`src/rtl/text_console_pkg.sv`:
```
// Shared types and constants for the text console write-side controller.
// Optional feature macro: TEXT_CONSOLE_SCROLL_EN (hardware scroll via top_row).
package text_console_pkg;

  localparam int COL_W  = 6;
  localparam int ROW_W  = 6;
  localparam int ADDR_W = 12;

  localparam logic [7:0] CH_LF = 8'h0A;
  localparam logic [7:0] CH_CR = 8'h0D;
  localparam logic [7:0] CH_BS = 8'h08;
  localparam logic [7:0] CH_FF = 8'h0C;

  localparam logic [COL_W-1:0] LAST_COL = '1;
  localparam logic [ROW_W-1:0] LAST_ROW = '1;

  typedef enum logic [1:0] {
    CLR_ALL  = 2'd0,
    IDLE     = 2'd1,
    CLR_LINE = 2'd2
  } state_t;

  // Buffer address of a character cell: physical row in the upper bits.
  function automatic logic [ADDR_W-1:0] buf_addr(input logic [ROW_W-1:0] row,
                                                 input logic [COL_W-1:0] col);
    return {row, col};
  endfunction

endpackage

```
`src/rtl/text_console_ctrl_if.sv`:
```
// Byte-stream handshake into the text console (data, valid/ready, clear request).
interface text_console_ctrl_if;
  logic [7:0] in_data;
  logic       in_valid;
  logic       in_ready;
  logic       clear;

  modport master (output in_data, output in_valid, output clear, input in_ready);
  modport slave  (input in_data, input in_valid, input clear, output in_ready);
endinterface

```
`src/rtl/text_console_fill.sv`:
```
// Fill sequencer: writes a run of consecutive addresses, either one 64-cell
// line starting at {row, 0} or the whole 4096-cell buffer starting at 0.
// The first write is registered on the edge that samples start; done is high
// during the cycle of the last write.
module text_console_fill
  import text_console_pkg::*;
(
  input  logic              clk,
  input  logic              rst_n,
  input  logic              start,
  input  logic              start_all,
  input  logic [ROW_W-1:0]  start_row,
  output logic              we,
  output logic [ADDR_W-1:0] addr,
  output logic              done
);

  logic              active_reg;
  logic              all_reg;
  logic [ADDR_W-1:0] base_reg;
  logic [ADDR_W-1:0] cnt_reg;
  logic [ADDR_W-1:0] start_base;
  logic [ADDR_W-1:0] last_cnt;

  assign start_base = start_all ? '0 : buf_addr(start_row, '0);
  assign last_cnt   = all_reg ? 12'd4095 : 12'd63;

  // Run the address counter and register one write per active cycle.
  always_ff @(posedge clk or negedge rst_n) begin
    if (!rst_n) begin
      active_reg <= 1'b0;
      all_reg    <= 1'b0;
      base_reg   <= '0;
      cnt_reg    <= '0;
      we         <= 1'b0;
      addr       <= '0;
      done       <= 1'b0;
    end else begin
      we   <= 1'b0;
      done <= 1'b0;
      if (start) begin
        active_reg <= 1'b1;
        all_reg    <= start_all;
        base_reg   <= start_base;
        cnt_reg    <= 12'd1;
        we         <= 1'b1;
        addr       <= start_base;
      end else if (active_reg) begin
        we      <= 1'b1;
        addr    <= base_reg + cnt_reg;
        cnt_reg <= cnt_reg + 12'd1;
        if (cnt_reg == last_cnt) begin
          active_reg <= 1'b0;
          done       <= 1'b1;
        end
      end
    end
  end

endmodule

```
`src/rtl/text_console_ctrl.sv`:
```
// Write-side controller for the 64x64 character buffer: cursor keeping,
// control-byte handling, clear-screen / clear-line fills and scroll offset.
// Optional feature macro: TEXT_CONSOLE_SCROLL_EN. When undefined, top_row
// stays 0 and running off the bottom wraps the cursor to row 0 instead.
module text_console_ctrl
  import text_console_pkg::*;
#(
  parameter logic [7:0] FILL_CHAR = 8'h20
) (
  input  logic                clk,
  input  logic                rst_n,
  text_console_ctrl_if.slave  in_if,
  output logic                ram_cea,
  output logic [ADDR_W-1:0]   ram_ada,
  output logic [7:0]          ram_din,
  output logic [ROW_W-1:0]    top_row,
  output logic [COL_W-1:0]    cursor_col,
  output logic [ROW_W-1:0]    cursor_row,
  output logic                busy
);

  state_t            state_reg;
  logic              clear_pending_reg;
  logic              kick_reg;          // start a line fill next cycle (after a char write)
  logic [COL_W-1:0]  col_reg;
  logic [ROW_W-1:0]  row_reg;
  logic [ROW_W-1:0]  top_reg;
  logic              char_we_reg;
  logic [ADDR_W-1:0] char_addr_reg;
  logic [7:0]        char_din_reg;

  logic              accept;
  logic [ROW_W-1:0]  phys_row;
  logic              start_now;
  logic              start_now_all;
  logic              fill_start;
  logic              fill_all;
  logic              fill_we;
  logic [ADDR_W-1:0] fill_addr;
  logic              fill_done;

  // A clear request on the input wins over a byte offered in the same cycle.
  assign in_if.in_ready = (state_reg == IDLE) && !clear_pending_reg && !in_if.clear;
  assign accept         = in_if.in_valid && in_if.in_ready;
  assign phys_row       = row_reg + top_reg;

  // Fills that must write on the very next edge are started combinationally.
  always_comb begin
    start_now     = 1'b0;
    start_now_all = 1'b0;
    if (state_reg == IDLE) begin
      if (in_if.clear || clear_pending_reg) begin
        start_now     = 1'b1;
        start_now_all = 1'b1;
      end else if (accept) begin
        if (in_if.in_data == CH_FF) begin
          start_now     = 1'b1;
          start_now_all = 1'b1;
        end else if (in_if.in_data == CH_LF && row_reg == LAST_ROW) begin
          start_now = 1'b1;
        end
      end
    end
  end

  // The row being cleared is always the old top_row (the new bottom line when
  // scrolling, physical row 0 when wrapping with scroll disabled).
  assign fill_start = kick_reg | start_now;
  assign fill_all   = start_now ? start_now_all : (state_reg == CLR_ALL);

  text_console_fill u_fill (
    .clk       (clk),
    .rst_n     (rst_n),
    .start     (fill_start),
    .start_all (fill_all),
    .start_row (top_reg),
    .we        (fill_we),
    .addr      (fill_addr),
    .done      (fill_done)
  );

  // Main state machine: cursor, scroll offset, pending clear and char writes.
  always_ff @(posedge clk or negedge rst_n) begin
    if (!rst_n) begin
      state_reg         <= CLR_ALL;
      clear_pending_reg <= 1'b0;
      kick_reg          <= 1'b1;
      col_reg           <= '0;
      row_reg           <= '0;
      top_reg           <= '0;
      char_we_reg       <= 1'b0;
      char_addr_reg     <= '0;
      char_din_reg      <= '0;
    end else begin
      kick_reg    <= 1'b0;
      char_we_reg <= 1'b0;
      case (state_reg)
        CLR_ALL: begin
          if (fill_done) begin
            state_reg <= IDLE;
            col_reg   <= '0;
            row_reg   <= '0;
            top_reg   <= '0;
          end
        end
        CLR_LINE: begin
          if (in_if.clear) clear_pending_reg <= 1'b1;
`ifdef TEXT_CONSOLE_SCROLL_EN
          if (kick_reg) top_reg <= top_reg + 6'd1;
`endif
          if (fill_done) state_reg <= IDLE;
        end
        IDLE: begin
          if (in_if.clear || clear_pending_reg) begin
            clear_pending_reg <= 1'b0;
            state_reg         <= CLR_ALL;
          end else if (accept) begin
            case (in_if.in_data)
              CH_LF: begin
                col_reg <= '0;
                if (row_reg != LAST_ROW) begin
                  row_reg <= row_reg + 6'd1;
                end else begin
                  state_reg <= CLR_LINE;
`ifdef TEXT_CONSOLE_SCROLL_EN
                  top_reg <= top_reg + 6'd1;
`else
                  row_reg <= '0;
`endif
                end
              end
              CH_CR: col_reg <= '0;
              CH_BS: if (col_reg != '0) col_reg <= col_reg - 6'd1;
              CH_FF: state_reg <= CLR_ALL;
              default: begin
                char_we_reg   <= 1'b1;
                char_addr_reg <= buf_addr(phys_row, col_reg);
                char_din_reg  <= in_if.in_data;
                if (col_reg == LAST_COL) begin
                  col_reg <= '0;
                  if (row_reg != LAST_ROW) begin
                    row_reg <= row_reg + 6'd1;
                  end else begin
                    // Line fill follows the char write; top_row moves with it.
                    state_reg <= CLR_LINE;
                    kick_reg  <= 1'b1;
`ifndef TEXT_CONSOLE_SCROLL_EN
                    row_reg <= '0;
`endif
                  end
                end else begin
                  col_reg <= col_reg + 6'd1;
                end
              end
            endcase
          end
        end
        default: state_reg <= CLR_ALL;
      endcase
    end
  end

  assign ram_cea    = fill_we | char_we_reg;
  assign ram_ada    = fill_we ? fill_addr : char_addr_reg;
  assign ram_din    = fill_we ? FILL_CHAR : char_din_reg;
  assign top_row    = top_reg;
  assign cursor_col = col_reg;
  assign cursor_row = row_reg;
  assign busy       = (state_reg != IDLE);

endmodule
```
`src/flat_wrapper.sv`:
```
// flat-port wrapper written by rule: the top's interface ports become plain ports
module text_console_ctrl_flat import text_console_pkg::*;
#(
  parameter logic [7:0] FILL_CHAR = 8'h20
)
  (clk, rst_n, ram_cea, ram_ada, ram_din, top_row, cursor_col, cursor_row, busy, in_if_in_data, in_if_in_valid, in_if_clear, in_if_in_ready);
  text_console_ctrl_if in_if_i ();
  input  logic clk;
  input  logic rst_n;
  output logic ram_cea;
  output logic [ADDR_W-1:0] ram_ada;
  output logic [7:0] ram_din;
  output logic [ROW_W-1:0] top_row;
  output logic [COL_W-1:0] cursor_col;
  output logic [ROW_W-1:0] cursor_row;
  output logic busy;
  input wire logic [$bits(in_if_i.in_data)-1:0] in_if_in_data;
  input wire logic [$bits(in_if_i.in_valid)-1:0] in_if_in_valid;
  input wire logic [$bits(in_if_i.clear)-1:0] in_if_clear;
  output wire logic [$bits(in_if_i.in_ready)-1:0] in_if_in_ready;
  assign in_if_i.in_data = in_if_in_data;
  assign in_if_i.in_valid = in_if_in_valid;
  assign in_if_i.clear = in_if_clear;
  assign in_if_in_ready = in_if_i.in_ready;
  text_console_ctrl #(.FILL_CHAR(FILL_CHAR)) u_core (.clk(clk), .rst_n(rst_n), .in_if(in_if_i), .ram_cea(ram_cea), .ram_ada(ram_ada), .ram_din(ram_din), .top_row(top_row), .cursor_col(cursor_col), .cursor_row(cursor_row), .busy(busy));
endmodule
```
`config.mk`:
```
export PLATFORM = sky130hd
export DESIGN_NAME = text_console_ctrl_flat
export DESIGN_NICKNAME = d
export VERILOG_FILES = /design/src/rtl/text_console_pkg.sv /design/src/rtl/text_console_ctrl_if.sv /design/src/rtl/text_console_fill.sv /design/src/rtl/text_console_ctrl.sv /design/src/flat_wrapper.sv
export SDC_FILE = /design/constraint.sdc
export NUM_CORES = 1
export LEC_CHECK = 0
export CELL_PAD_IN_SITES_DETAIL_PLACEMENT = 1
export CELL_PAD_IN_SITES_GLOBAL_PLACEMENT = 1
export CORE_UTILIZATION = 30
export CTS_CLUSTER_SIZE = 20
export DETAILED_ROUTE_END_ITERATION = 16
export GPL_TIMING_DRIVEN = 1
export PLACE_DENSITY = 0.61
export SLEW_MARGIN = 20
export SYNTH_ARGS = -nofsm -noshare
export SYNTH_HDL_FRONTEND = slang
export SYNTH_SLANG_ARGS = --single-unit
```
`constraint.sdc`:
```
create_clock -name clk -period 2.4 [get_ports clk]
set_clock_uncertainty 0.05 [all_clocks]
set_input_delay 0.72 -clock clk [delete_from_list [all_inputs] [get_ports clk]]
set_output_delay 0.72 -clock clk [all_outputs]
set_load 0.02 [all_outputs]
```
# Word level (Yosys, flattened, before mapping)
# Cells that the tools add are included.
[classes]
n_reduce_logical = 22
n_eq_ne = 24
bitwise_logic = 4
n_addsub = 4
n_mux = 58
[op_table]
columns = ["cell", "count"]
rows = [
  ["two-way mux 12 bit", 6],
  ["two-way mux 6 bit", 9],
  ["one-hot mux 6 bit (2 select lines)", 3],
  ["equality test 8 x 4 -> 1 bit (second input constant)", 4],
  ["two-way mux 1 bit", 30],
  ["one-hot mux 6 bit (3 select lines)", 1],
  ["adder 12 x 1 -> 12 bit (second input constant)", 1],
  ["adder 6 x 1 -> 6 bit (second input constant)", 2],
  ["equality test 12 bit", 1],
  ["equality test 6 bit (second input constant)", 2],
  ["!= test 2 bit (second input constant)", 6],
  ["AND reduction 6 bit", 2],
  ["two-way mux 2 bit", 5],
  ["!= test 3 bit (second input constant)", 3],
  ["two-way mux 8 bit", 1],
  ["AND reduction 4 bit", 2],
  ["!= test 2 x 1 -> 1 bit (second input constant)", 3],
  ["!= test 6 bit (second input constant)", 1],
  ["one-hot mux 2 bit (3 select lines)", 1],
  ["nonzero test 2 bit", 3],
  ["nonzero test 6 bit", 1],
  ["OR reduction 2 bit", 3],
  ["subtractor 6 x 1 -> 6 bit (second input constant)", 1],
  ["!= test 5 bit (second input constant)", 1],
  ["other kinds (14)", 20],
]
[word_totals]
output_inout_bits = 41
register_bits = 65
wordCells = 126
input_bits = 12

# Depth between registers and ports, before layout
# Gate-level depths: netlist (run 1).
[depth]
depth_word = 9
depth_mapped = 8
depth_no_buf = 7

# By module
# From an unflattened synthesis (run 1), not the netlist that was laid out.
[hier_totals]
hier_cells = 409
hier_area_um2 = 4051.4
[by_module_without_submodules]
columns = ["mod", "seq_area_each_um2", "area_per_inst_um2", "cells_each", "instances"]
rows = [
  ["text_console_ctrl", 927.1, 2344.7, 241, 1],
  ["text_console_fill", 850.8, 1706.6, 168, 1],
]

# Worst setup path before layout (run 1)
# OpenSTA, ideal clock, no wires.
[synth_path]
path_kind = "input to register"
startpoint = "input port in_if_clear"
endpoint = "register u_core.char_addr_reg[10]"
required_time_ps = 2225
setup_ps = 125
setup_slack_ps = 91
stages = 6
path_buffers = 1
t_arrival_ps = 2133
cell_sequence = "nor4b_4 -> nand2_2 -> o21ba_4 -> nand2_4 -> buf_6 -> mux2_4"
[synth_via]
elab_chain_len = 4
word_cells_on_any_way = 6
cone_classes = "bitwise (1); reduce/logical (5)"
[synth_rtl]
columns = ["element", "line_no", "text"]
rows = [
  ["start, declared", "flat_wrapper.sv:19", "input wire logic [$bits(in_if_i.clear)-1:0] in_if_clear;"],
  ["zero test 1 bit", "text_console_ctrl.sv:43", "assign in_if.in_ready = (state_reg == IDLE) && !clear_pending_reg && !in_if.clear;"],
  ["logical AND 1 bit", "text_console_ctrl.sv:43", ""],
  ["logical AND 1 bit", "text_console_ctrl.sv:44", "assign accept = in_if.in_valid && in_if.in_ready;"],
  ["AND reduction 4 bit (no source line) *", "--", ""],
  ["end signal, assigned", "text_console_ctrl.sv:137", "char_addr_reg <= buf_addr(phys_row, col_reg);"],
  ["end, declared", "text_console_ctrl.sv:29", "logic [ADDR_W-1:0] char_addr_reg;"],
]
# Mark *: on every way between the ends. The rest lies on a longest branch, timed or not.
# A chain may end at the register's enable or synchronous reset.

# Worst setup path in the final report (run 1)
[layout_path]
startpoint = "input port in_if_in_data[2]"
endpoint = "register u_core.col_reg[4], in the netlist u_core.cursor_col[4]"
[layout_via]
elab_chain_len = 6
word_cells_on_any_way = 12
cone_classes = "eq/ne (6); mux (4); reduce/logical (2)"
[layout_rtl]
columns = ["element", "line_no", "text"]
rows = [
  ["start, declared", "flat_wrapper.sv:17", "input wire logic [$bits(in_if_i.in_data)-1:0] in_if_in_data;"],
  ["equality test 8 x 4 -> 1 bit", "text_console_ctrl.sv:118", "case (in_if.in_data)"],
  ["OR reduction 2 bit (no source line)", "--", ""],
  ["one-hot mux 6 bit (3 select lines)", "text_console_ctrl.sv:118", ""],
  ["two-way mux 6 bit", "text_console_ctrl.sv:117", "end else if (accept) begin"],
  ["two-way mux 6 bit", "text_console_ctrl.sv:114", "if (in_if.clear || clear_pending_reg) begin"],
  ["one-hot mux 6 bit (2 select lines)", "text_console_ctrl.sv:97", "case (state_reg)"],
  ["end signal, assigned", "text_console_ctrl.sv:133", "CH_BS: if (col_reg != '0) col_reg <= col_reg - 6'd1;"],
  ["end signal, assigned", "text_console_ctrl.sv:152", "col_reg <= col_reg + 6'd1;"],
  ["end, declared", "text_console_ctrl.sv:25", "logic [COL_W-1:0] col_reg;"],
]
# Parallel ways exist; a longest one is shown, timed or not. The select of a mux whose other input is x is not followed.

==> flow_metrics.env, run 1 <==
export IMPL_final_max_slew_viol_count=0
export IMPL_cap_violations=0
export IMPL_initial_core_util_pct=31.4
export IMPL_tns_ns=0
export IMPL_crit_path_start_kind="input pin"
export IMPL_place_congestion=0.781
export IMPL_coreArea_sq_um=11600
export IMPL_yosysWarnings=0
export IMPL_grt_max_degree=33
export IMPL_netlist_instances=336
export IMPL_drt_iter0_markers=96
export IMPL_vias=2851
export IMPL_dieArea_sq_um=12600
export IMPL_synth_top_cell_by_area="dfrtp_1"
export IMPL_htree_levels=3
export IMPL_layout_common_cells="dfrtp_1, buf_4, nor2_1"
export IMPL_max_freq_mhz=421
export IMPL_multiInputGateArea_sq_um=1970
export IMPL_startpoint="in_if_in_data[2]"
export IMPL_numClockSinks=65
export IMPL_setup_viol=0
export IMPL_ys_ff_latch=65
export IMPL_end_kind="flop"
export IMPL_ys_types=68
export IMPL_regArea_sq_um=1630
export IMPL_ir_worst_vdd_mv=0.420
export IMPL_worstPathRequired_ns=2.57
export IMPL_synth_seq_area_share_pct=44.6
export IMPL_synthesis_area_sq_um=3650
export IMPL_die_h_um=112
export IMPL_grt_setup_unrepaired="yes"
export IMPL_antenna_found_initial=0
export IMPL_grt_pass1_wl_um=16400
export IMPL_io_buffers=46
export IMPL_reg2reg_to="u_core.cursor_row[1]"
export IMPL_hold_viol=0
export IMPL_synth_ff_type="dfrtp_1"
export IMPL_num_rows=39
export IMPL_stdcell_area_sq_um=4970
export IMPL_synthArstFlopShare_pct=100
export IMPL_synth_area_leaders="dfrtp_1, mux2_4, mux2_2"
export IMPL_drive_gt1_share_pct=29.6
export IMPL_dpl_cell_area_sq_um=4570
export IMPL_critPathKind="in2reg"
export IMPL_n_fill_cell=1277
export IMPL_r2r_slack_ns=0.24
export IMPL_cp_data_arrival_time_ns=2.55
export IMPL_drt_wl_total_um=9730
export IMPL_die_x_um=112
export IMPL_first_pass_iters=4
export IMPL_fin_crit_sh_pct=99.0
export IMPL_wire_per_inst_um=17.0
export IMPL_numCtsBuffers=9
export IMPL_min_path_type="in2async"
export IMPL_final_common_cell="dfrtp_1"
export IMPL_synth_area_per_cell_sq_um=10.9
export IMPL_path_clk_slew_ns=0.06
export IMPL_grt_pass1_vias=3092
export IMPL_grt_total_usage_pct=16.7
export IMPL_root_buffer="clkbuf_16"
export IMPL_status="completed"
export IMPL_crit_fanout=4
export IMPL_dpl_hpwl_um=7050
export IMPL_reg2reg_depth=6
export IMPL_avgViaCountPerCell=4.98
export IMPL_min_period_ns=2.38
export IMPL_ant_nets=0
export IMPL_synth_edf_count=0
export IMPL_clockBufferDepth=2
export IMPL_syn2layout_area_growth_pct=36.1
export IMPL_design_portCount=53
export IMPL_cts_hold_buf=0
export IMPL_synth_top_area_share_pct=43.9
export IMPL_power_leakage_nw=2.38
export IMPL_cts_tree="built"
export IMPL_fin_util_pct=42.8
export IMPL_final_nets=441
export IMPL_r2r_start="u_core.cursor_col[1]"
export IMPL_worstSkewPairLatency_ns=0.34
export IMPL_cellPowerDensity_nw_per_um2=733
export IMPL_antenna_cells=0
export IMPL_route_detailed_drc=0
export IMPL_grt_ovfl_total=0
## critical path, cell delays in order
cell             delay (ns)
clkdlybuf4s50_1        0.48
nor2_1                 0.36
buf_4                  0.19
o211a_1                0.24
o22ai_1                0.09
a311o_1                0.28
a22o_1                 0.18
## stage by stage
| stage | instances | power, mW | hold WS [ns] | setup WS, ns |
|---|---|---|---|---|
| floorplan | 341 | 1.98 | 0.374 | 0.0915 |
| global placement | 554 | 2.33 | 0.441 | -0.551 |
| detailed placement | 554 | 2.36 | 0.441 | -0.562 |
| CTS | 571 | 3.69 | 0.254 | 0.00629 |
| global route | 572 | 3.84 | 0.273 | -0.00534 |
| finish | 572 | 3.64 | 0.248 | 0.0249 |
## routing by layer
metal,wire length [um],part of all wire [%],vias to the layer above,GRT usage (%)
li1,-,-,1384,-
met1,4550,47,1429,21.8
met2,4840,50,30,27.5
met3,257,2.6,8,4.32
met4,77,0.79,0,4.53
met5,0,0,-,0
## synth_stat cells (6+ instances only)
| cell | count |
|---|---|
| a21oi_1 | 6 |
| a22o_1 | 7 |
| buf_2 | 6 |
| buf_4 | 8 |
| dfrtp_1 | 64 |
| inv_1 | 6 |
| mux2_2 | 14 |
| mux2_4 | 18 |
| mux2i_1 | 13 |
| nand2_1 | 17 |
| nand3_1 | 10 |
| nand4_1 | 9 |
| nor2_1 | 39 |
| nor2b_1 | 12 |
| nor3_1 | 7 |
| o21ai_0 | 7 |
| xor2_1 | 6 |
## layout make-up
class                   instances  share of cell area [%]
clock inverters                 7                    1.56
repair buffers                 93                    17.3
multi-input cells             248                    39.7
clock buffers                   9                    4.53
well taps                     143                    3.60
inverters                       7                   0.529
flip-flops and latches         65                    32.8
## logic make-up after synthesis
group | after synthesis | share of synthesized area (%)
AND/OR/NAND/NOR | 126 | 19.4
adder cells (fa/ha/maj) | 5 | 1.71
AO/OA/AOI/OAI | 55 | 12.0
other | 1 | 0.103
flip-flops | 65 | 44.6
XOR/XNOR | 11 | 2.64
buffers and inverters | 28 | 4.32
multiplexers | 45 | 15.3
## how the worst max path moves through the flow
stage	to	slack, ns	cells past startpoint
final	u_core.cursor_col[4]	0.02	7
after global routing	u_core.cursor_col[4]	-0.005	7
after CTS	u_core.char_addr_reg[4]	0.006	7
after detailed placement	in_if_in_ready	-0.56	3
after global placement	in_if_in_ready	-0.55	3
after floorplan	u_core.char_addr_reg[10]	0.09	6
## power by group
group	total, mW	switching, mW	internal [mW]
registers	1.46	0.183	1.27
logic	0.843	0.431	0.412
clock network	1.34	0.531	0.812
total	3.64	1.14	2.50
## repair_timing
action / CTS / global route
setup buffers: 1 / 1
gates resized for setup: 28 / 27
pin swaps: 2 / 2
endpoints found under the setup margin: 44 / 64
Power figures use the tool's default switching activity.
==> inputs of run 2 (changes only) <==
--- a/config.mk
+++ b/config.mk
@@ -11,7 +11,9 @@
 export CTS_CLUSTER_SIZE = 20
 export DETAILED_ROUTE_END_ITERATION = 16
 export GPL_TIMING_DRIVEN = 1
+export MAX_ROUTING_LAYER = met4
 export PLACE_DENSITY = 0.61
+export SKIP_LAST_GASP = 1
 export SLEW_MARGIN = 20
 export SYNTH_ARGS = -nofsm -noshare
 export SYNTH_HDL_FRONTEND = slang
==> flow_metrics.env, run 2 (same netlist as run 1, synthesis figures left out) <==
export IMPL_grt_total_usage_pct=17.2
export IMPL_antenna_found_initial=0
export IMPL_hold_viol=0
export IMPL_cp_cell_sequence="buf_12 > mux2_2 > dlygate4sd2_1"
export IMPL_grt_ovfl_total=0
export IMPL_cp_data_arrival_time_ns=1.57
export IMPL_drt_wl_total_um=9730
export IMPL_critPathMaxStageDelay_ns=0.40
export IMPL_grt_pass1_wl_um=16400
export IMPL_worstSkewPairLatency_ns=0.34
export IMPL_num_rows=39
export IMPL_syn2layout_area_growth_pct=35.8
export IMPL_clockBufferDepth=2
export IMPL_cts_hold_buf=0
export IMPL_final_max_slew_viol_count=0
export IMPL_cts_tree="built"
export IMPL_min_path_type="in2async"
export IMPL_design_portCount=53
export IMPL_final_common_cell="dfrtp_1"
export IMPL_power_leakage_nw=2.38
export IMPL_htree_levels=3
export IMPL_first_pass_iters=4
export IMPL_path_clk_slew_ns=0.06
export IMPL_dpl_cell_area_sq_um=4570
export IMPL_grt_setup_unrepaired="yes"
export IMPL_fin_util_pct=42.7
export IMPL_ir_worst_vdd_mv=0.420
export IMPL_drt_iter0_markers=108
export IMPL_stdcell_area_sq_um=4960
export IMPL_avgViaCountPerCell=4.98
export IMPL_min_period_ns=2.34
export IMPL_initial_core_util_pct=31.4
export IMPL_worstPathRequired_ns=1.63
export IMPL_wire_per_inst_um=17.0
export IMPL_grt_pass1_vias=3084
export IMPL_cap_violations=0
export IMPL_layout_common_cells="dfrtp_1, buf_4, nor2_1"
export IMPL_n_fill_cell=1279
export IMPL_worst_slack_ns=0.0617
export IMPL_fin_crit_sh_pct=97.4
export IMPL_crit_slowest_cell="dfrtp_1"
export IMPL_io_buffers=46
export IMPL_die_x_um=112
export IMPL_critPathKind="reg2out"
export IMPL_cellPowerDensity_nw_per_um2=734
export IMPL_vias=2850
export IMPL_setup_viol=0
export IMPL_dpl_hpwl_um=7050
export IMPL_multiInputGateArea_sq_um=1960
export IMPL_die_h_um=112
export IMPL_final_nets=441
export IMPL_max_freq_mhz=428
export IMPL_route_detailed_drc=0
export IMPL_coreArea_sq_um=11600
export IMPL_crit_path_start_kind="flop"
export IMPL_grt_max_degree=33
export IMPL_dp_slack_ns=-0.562
export IMPL_numCtsBuffers=9
export IMPL_drive_gt1_share_pct=29.4
export IMPL_dieArea_sq_um=12600
export IMPL_status="completed"
export IMPL_ant_nets=0
export IMPL_numClockSinks=65
export IMPL_regArea_sq_um=1630
export IMPL_crit_fanout=15
export IMPL_end_kind="output pin"
export IMPL_place_congestion=0.792
export IMPL_antenna_cells=0
export IMPL_root_buffer="clkbuf_16"
-- run 2: stage by stage --
step	hold WS [ns]	TNS, ns	total power [mW]	std cells
finish	0.246	0	3.64	572
global route	0.273	0	3.84	572
CTS	0.254	0	3.69	571
detailed placement	0.441	-21.20	2.36	554
global placement	0.441	-20.62	2.33	554
floorplan	0.374	0	1.98	341
-- run 2: repair_timing --
| item | in CTS | in global routing |
|---|---|---|
| gates resized for setup | 28 | 25 |
| buffers inserted | 1 | 1 |
| setup endpoints to repair | 44 | 64 |
| pin swaps | 2 | 2 |
-- run 2: critical path, delay by kind of cell (launching register included) --
family	cells	cell delay, ns
muxes	1	0.34
buffers and inverters	2	0.48
DFF	1	0.40
-- run 2: worst paths after layout --
path                            slack (ns)              startpoint                  endpoint  cells after the start
worst max-delay path                  0.06        u_core.u_fill.we                ram_ada[3]                      3
worst min-delay path                  0.25                   rst_n  u_core.u_fill.cnt_reg[5]                      1
worst max register to register        0.24    u_core.cursor_col[1]      u_core.cursor_row[1]                      6
worst min register to register        0.45  u_core.char_din_reg[3]    u_core.char_din_reg[3]                      1
max in group asynchronous             1.43                   rst_n      u_core.cursor_col[2]                      2
min in group clk                      0.45  u_core.char_din_reg[3]    u_core.char_din_reg[3]                      1
-- run 2: per-layer routing --
metal  routed length [um]  part of all wire, %  track usage [%]
met1                 4580                   47             21.9
met5                    0                    0                -
met3                  230                  2.4             4.27
met4                  102                  1.0             4.53
met2                 4810                   49             27.5
-- run 2: cell type report --
type | instances | area share [%]
clock inverter | 7 | 1.56
clock buffer | 9 | 4.54
multi-input combinational | 248 | 39.6
inverter | 7 | 0.530
sequential | 65 | 32.9
timing repair buffer | 93 | 17.3
tap | 143 | 3.61
-- run 2: where the power goes --
part | internal [mW] | leakage, nW | switching (mW)
combinational | 0.412 | 1.39 | 0.429
clock | 0.812 | 0.146 | 0.530
sequential | 1.27 | 0.847 | 0.185
total | 2.50 | 2.38 | 1.14
